`config.mk`:
```
export PLATFORM = sky130hd
export DESIGN_NAME = multiplier_4bits_v7
export DESIGN_NICKNAME = d
export VERILOG_FILES = /design/src/rtl/mult_pkg.sv /design/src/rtl/full_adder.sv /design/src/rtl/half_adder.sv /design/src/rtl/multiplier_4bits_v7.sv
export SDC_FILE = /design/constraint.sdc
export NUM_CORES = 1
export LEC_CHECK = 0
export CAP_MARGIN = 10
export CORE_MARGIN = 2
export CORE_UTILIZATION = 38
export DETAILED_ROUTE_END_ITERATION = 10
export PLACE_DENSITY = 0.75
export SLEW_MARGIN = 20
export SYNTH_ARGS = -nofsm -noshare
export SYNTH_HDL_FRONTEND = slang
export SYNTH_SLANG_ARGS = --single-unit
```
`constraint.sdc`:
```
create_clock -name clk -period 0.8 [get_ports clk]
set_input_delay 0.16 -clock clk [delete_from_list [all_inputs] [get_ports clk]]
set_output_delay 0.16 -clock clk [all_outputs]
set_load 0.03 [all_outputs]
```
`src/rtl/mult_pkg.sv`:
```
// Shared widths for the fast-multiplier family.
package mult_pkg;
  localparam int OPW   = 4;
  localparam int PRODW = 8;
endpackage

```
`src/rtl/full_adder.sv`:
```
// Shared arithmetic library: one-bit full adder.
module full_adder (
  input  logic a,
  input  logic b,
  input  logic cin,
  output logic sum,
  output logic cout
);
  assign sum  = a ^ b ^ cin;
  assign cout = (a & b) | (a & cin) | (b & cin);
endmodule

```
`src/rtl/half_adder.sv`:
```
// Shared arithmetic library: one-bit half adder.
module half_adder (
  input  logic a,
  input  logic b,
  output logic sum,
  output logic carry
);
  assign sum   = a ^ b;
  assign carry = a & b;
endmodule

```
`src/rtl/multiplier_4bits_v7.sv`:
```
// Unsigned 4x4 Dadda multiplier: AND array, two carry-save stages,
// a 6-bit ripple adder and a registered 8-bit product.
module multiplier_4bits_v7
  import mult_pkg::*;
(
  input  logic             clk,
  input  logic             rst_n,
  input  logic [OPW-1:0]   A,
  input  logic [OPW-1:0]   B,
  output logic [PRODW-1:0] product
);

  // pp[i][j] carries weight 2^(i+j)
  logic [OPW-1:0][OPW-1:0] pp;

  for (genvar i = 0; i < OPW; i++) begin : g_row
    for (genvar j = 0; j < OPW; j++) begin : g_col
      assign pp[i][j] = A[j] & B[i];
    end
  end

  logic s1_s3, s1_c3, s1_s4, s1_c4;

  // Stage 1: columns 3 and 4 trimmed to height 3
  half_adder u_s1_ha3 (.a(pp[0][3]), .b(pp[1][2]), .sum(s1_s3), .carry(s1_c3));
  half_adder u_s1_ha4 (.a(pp[1][3]), .b(pp[2][2]), .sum(s1_s4), .carry(s1_c4));

  logic s2_s2, s2_c2, s2_s3, s2_c3, s2_s4, s2_c4, s2_s5, s2_c5;

  // Stage 2: columns 2..5 trimmed to height 2, carries rippling into column 6
  half_adder u_s2_ha2 (.a(pp[0][2]), .b(pp[1][1]), .sum(s2_s2), .carry(s2_c2));
  full_adder u_s2_fa3 (.a(pp[2][1]), .b(pp[3][0]), .cin(s1_s3), .sum(s2_s3), .cout(s2_c3));
  full_adder u_s2_fa4 (.a(pp[3][1]), .b(s1_c3),    .cin(s1_s4), .sum(s2_s4), .cout(s2_c4));
  full_adder u_s2_fa5 (.a(pp[2][3]), .b(pp[3][2]), .cin(s1_c4), .sum(s2_s5), .cout(s2_c5));

  logic [6:1]       rx, ry;
  logic [7:2]       rc;
  logic [PRODW-1:0] sum_d;

  assign rx = {pp[3][3], s2_s5, s2_s4, s2_s3, pp[2][0], pp[0][1]};
  assign ry = {s2_c5,    s2_c4, s2_c3, s2_c2, s2_s2,    pp[1][0]};

  assign sum_d[0] = pp[0][0];

  half_adder u_cpa1 (.a(rx[1]), .b(ry[1]), .sum(sum_d[1]), .carry(rc[2]));

  for (genvar k = 2; k <= 6; k++) begin : g_cpa
    full_adder u_fa (.a(rx[k]), .b(ry[k]), .cin(rc[k]), .sum(sum_d[k]), .cout(rc[k+1]));
  end

  assign sum_d[7] = rc[7];

  always_ff @(posedge clk or negedge rst_n) begin
    if (!rst_n) product <= '0;
    else        product <= sum_d;
  end

endmodule

```
Yosys cells after proc, flatten, opt, wreduce, memory -nomap -nowiden
Index checks and enable logic that the tools add are counted.
W data, S select, Z words.
{"block": "op_classes", "bitwise_logic": 80}
{"cell": "$and A1 B1 Y1", "n": 44}
{"cell": "$xor A1 B1 Y1", "n": 20}
{"cell": "$or A1 B1 Y1", "n": 16}
{"block": "totals", "input_bits": 10, "output_inout_bits": 8, "reg_bits": 8}

Logic depth before layout (Yosys ltp)
{"block": "depth", "ltp_word": 17, "ltp_mapped": 9, "depth_no_buf": 9}

By module
A second synthesis with hierarchy kept.
{"block": "hier_totals", "hier_cells": 36, "hier_area_um2": 510.5}
{"module": "multiplier_4bits_v7", "seq_area_each_um2": 200.2, "instances": 1, "area_per_inst_um2": 300.3, "cells_each": 24}
{"module": "full_adder", "seq_area_each_um2": 0.0, "instances": 8, "area_per_inst_um2": 20.0, "cells_each": 1}
{"module": "half_adder", "seq_area_each_um2": 0.0, "instances": 4, "area_per_inst_um2": 12.5, "cells_each": 1}

Worst setup path after synthesis
No wires, ideal clock.
{"block": "synth_timing", "path_type": "in2reg", "from": "in B[0]", "to": "reg product[6]", "arrival_ps": 2481, "setup_slack_ps": -1816, "required_time_ps": 664, "setup_time_ps": 136, "stages": 9, "path_cell_list": "and2_1 > ha_1 > inv_1 > fa_1 > fa_1 > fa_1 > inv_1 > fa_1 > fa_1"}
{"block": "synth_between", "elab_chain_cells": 15, "elab_cells_between_ends": 40}
{"element": "from (decl)", "line_no": "multiplier_4bits_v7.sv:9", "rtl": "input logic [OPW-1:0] B,"}
{"element": "$and A1 B1 Y1", "line_no": "multiplier_4bits_v7.sv:18", "rtl": "assign pp[i][j] = A[j] & B[i];"}
{"element": "$xor A1 B1 Y1 or $and A1 B1 Y1 (tied branches)", "line_no": "half_adder.sv:8, half_adder.sv:9"}
{"element": "$and A1 B1 Y1", "line_no": "full_adder.sv:10", "rtl": "assign cout = (a & b) | (a & cin) | (b & cin);"}
{"element": "$or A1 B1 Y1 (2 in series)", "line_no": "full_adder.sv:10"}
{"element": "$and A1 B1 Y1", "line_no": "full_adder.sv:10"}
{"element": "$or A1 B1 Y1 (2 in series)", "line_no": "full_adder.sv:10"}
{"element": "$and A1 B1 Y1", "line_no": "full_adder.sv:10"}
{"element": "$or A1 B1 Y1 (2 in series)", "line_no": "full_adder.sv:10"}
{"element": "$and A1 B1 Y1", "line_no": "full_adder.sv:10"}
{"element": "$or A1 B1 Y1", "line_no": "full_adder.sv:10"}
{"element": "$or A1 B1 Y1 *", "line_no": "full_adder.sv:10"}
{"element": "$xor A1 B1 Y1 *", "line_no": "full_adder.sv:9", "rtl": "assign sum = a ^ b ^ cin;"}
{"element": "net g_cpa[6].u_fa.sum", "line_no": "full_adder.sv:6", "rtl": "output logic sum,"}
{"element": "to (signal assigned)", "line_no": "multiplier_4bits_v7.sv:55", "rtl": "else product <= sum_d;"}
{"element": "to (decl)", "line_no": "multiplier_4bits_v7.sv:10", "rtl": "output logic [PRODW-1:0] product"}
The timed path passes the listed nets; every way through them passes the cells marked *.

Final worst setup path
{"block": "layout_timing", "from": "in A[3]", "to": "reg product[6]"}
{"block": "layout_between", "elab_chain_cells": 13, "elab_cells_between_ends": 43}
{"element": "from (decl)", "line_no": "multiplier_4bits_v7.sv:8", "rtl": "input logic [OPW-1:0] A,"}
{"element": "$and A1 B1 Y1", "line_no": "multiplier_4bits_v7.sv:18"}
{"element": "$xor A1 B1 Y1", "line_no": "half_adder.sv:8", "rtl": "assign sum = a ^ b;"}
{"element": "$xor A1 B1 Y1", "line_no": "full_adder.sv:9"}
{"element": "$and A1 B1 Y1", "line_no": "full_adder.sv:10"}
{"element": "$or A1 B1 Y1 (2 in series)", "line_no": "full_adder.sv:10"}
{"element": "$and A1 B1 Y1", "line_no": "full_adder.sv:10"}
{"element": "$or A1 B1 Y1 (2 in series)", "line_no": "full_adder.sv:10"}
{"element": "$and A1 B1 Y1", "line_no": "full_adder.sv:10"}
{"element": "$or A1 B1 Y1 (2 in series)", "line_no": "full_adder.sv:10"}
{"element": "$xor A1 B1 Y1 *", "line_no": "full_adder.sv:9"}
{"element": "net g_cpa[6].u_fa.sum", "line_no": "full_adder.sv:6"}
Marks and branches as above.

==> results by group <==
Logic synthesis
  – Yosys reg bits: 8
  – Netlist cell types: 6
  – Syn nets: 65
  – Cells after synthesis: 43
  – Syn avg cell area: 12.4 sq um
  – Post-Synthesis Cell Area: 532 sq um
  – Top-area cell type share of the netlist area: 0.376
  – Yosys warnings: 0
  – Seq/Total Area, Yosys: 0.376
  – Yosys top cell by area: dfrtp_1
  – Synth top area cells: dfrtp_1 38%, fa_1 30%, and2_1 16%

Clocking
  – # hold bufs at CTS: 0
  – CTS tree: done
  – CTS Buf Count: 3
  – Root Buffer Master: clkbuf_4
  – CTS Sinks: 8
  – Htree depth: 1
  – Clock Tree Buf Depth: 2
  – Clock transition at the registers of the reported paths: 0.05 ns

Power and ir drop
  – Cell internal pwr: 0.969 mW
  – Leakage power: 0.419 nW
  – Comb power frac: 0.444
  – Seq pwr share: 0.355
  – Peak VDD IR: 690 uV
  – Switching power: 0.480 mW
  – Clock power frac: 0.201
  – Sw Share: 0.331
  – Power Dens Cells: 1670 nW/um^2

Routing
  – DR WL/cell: 11.6 um
  – Routed vias: 379
  – DRC Markers: 0
  – Aggregate routed wire length: 988 um
  – TritonRoute pass-1 iters: 2
  – DRT iter0 DRCs: 3
  – ANT nets after route: 0
  – Via/cell ratio: 4.46

Floorplan
  – Rows: 13
  – Die Ht: 41.4 um
  – Die width: 41.4 um
  – Starting Density: 0.409
  – Core Footprint: 1300 sq um
  – Die area: 1710 sq um
  – IO Count: 18

Outcome
  – Failing checks: setup timing
  – Status: finished with violations

STA
  – Final Hold Fails: 0
  – Final setup margin: -1.59 ns
  – Setup violators final: 14
  – RSZ-0062 raised after global routing: true
  – Slew Limit Fails: 0
  – Final min period: 2.39 ns
  – Final period util: 2.99
  – Setup_tns: -7.57 ns
  – Slew margin rel.: 0.773
  – Worst slew pin tran: 0.339 ns
  – FMAX: 418 MHz

Run
  – Max-Cap Viols: 0

Final layout
  – # diodes: 0
  – Most flops, register: product
  – Max reg flops: 8
  – Area Overhead vs Synth: 62.8%
  – Largest regs: product (8)
  – Layout cells sized above 1: 0.600
  – Post-route core utilization: 0.665
  – Fill cell count: 112
  – Fin nets: 94

Critical path
  – CP Cell Sequence: buf_6 > and2_4 > ha_4 > inv_2 > fa_1 > fa_2 > fa_2 > inv_2 > fa_2 > fa_1
  – Slowest cell on crit path: fa_1
  – Crit path largest cell delay: 0.48 ns
  – CP Launch Type: input pin
  – CP top delay family: adder cells
  – CP dominant cell by count: fa_2
  – CP required: 0.91 ns
  – CP Data Arrival Time: 2.51 ns
  – Worst Path Buf+Inv: 3
  – Worst setup EP type: register
  – Setup CP Type: in -> reg
  – Worst-path maximum fanout: 2

Global route
  – Largest net degree at the start of global routing: 9
  – Initial antenna violation count: 0
  – Vias in the first global route: 435
  – Global-route wire length before repair: 1670 um
  – Congestion Overflow GR: 0
  – Total track usage: 0.139

Placement
  – Post-detail-place hpwl: 778 um
  – Global placer's final weighted congestion: 0.736
  – Port bufs: 17

Hold path
  – Worst min path class: in -> async
synth_stat cells (all sizes together):
cell	number
and2	14
dfrtp	8
fa	8
ha	4
inv	7
nand2	2
metrics by stage:
stage | hold slack, ns | area (sq um) | power, mW | setup slack (ns) | cells
global route | 0.218 | 866 | 1.55 | -1.67 | 85
CTS | 0.188 | 846 | 1.44 | -1.69 | 85
finish | 0.182 | 866 | 1.45 | -1.59 | 85
floorplan | -0.136 | 559 | 0.827 | -1.70 | 43
global placement | 0.443 | 766 | 1.05 | -2.22 | 80
detailed placement | 0.456 | 766 | 1.06 | -2.27 | 80
power groups by stage:
stage	Combinational (mW)	Sequential [mW]	Clock [mW]
floorplan	0.160	0.667	0
global placement	0.545	0.506	0
detailed placement	0.559	0.506	0
CTS	0.623	0.515	0.305
global route	0.702	0.520	0.324
finish	0.643	0.514	0.291
cells in the final DEF (no fill, tap or decap), drive strengths merged:
cell type and n:
and2 14, buf 19, clkbuf 4, clkdlybuf4s50 1, dfrtp 8, dlygate4sd2 3
fa 8, ha 4, inv 7, nand2 2
repair_timing:
action / 4_1_cts / 5_1_grt
endpoints found under the setup margin: 15 / 14
resized for setup: 38 / 10
buffers inserted: 2 / 0
pin swaps: 8 / 8
cloned: 0 / 0
path summary, 6_finish.rpt:
check | start | to | slack, ns | depth (start not counted)
worst max-delay path | A[3] | product[6] | -1.59 | 10
worst min-delay path | rst_n | product[2] | 0.18 | 1
max in group asynchronous | rst_n | product[4] | 0.37 | 1
min in group clk | B[0] | product[0] | 0.22 | 3
cell families after synthesis:
group         Yosys count  share of synthesized area
fa+ha+maj              12                      0.395
flops                   8                      0.376
simple gates           16                      0.179
buf+inv                 7                     0.0494
cell type report:
class	instances	area, sq um	area share
tap	15	18.8	0.0217
multi-input combinational	28	358	0.413
inverter	7	26.3	0.0303
timing repair buffer	24	240	0.277
sequential	8	200	0.231
clock buffer	3	22.5	0.0260
routing by layer:
layer  track usage  up-vias  part of all wire
met1         0.136      180              0.37
met3             0        2             0.052
li1              -      181                 -
met5             0        -                 0
met2         0.266       16              0.55
met4         0.116        0             0.019
Power figures use the tool's default switching activity.
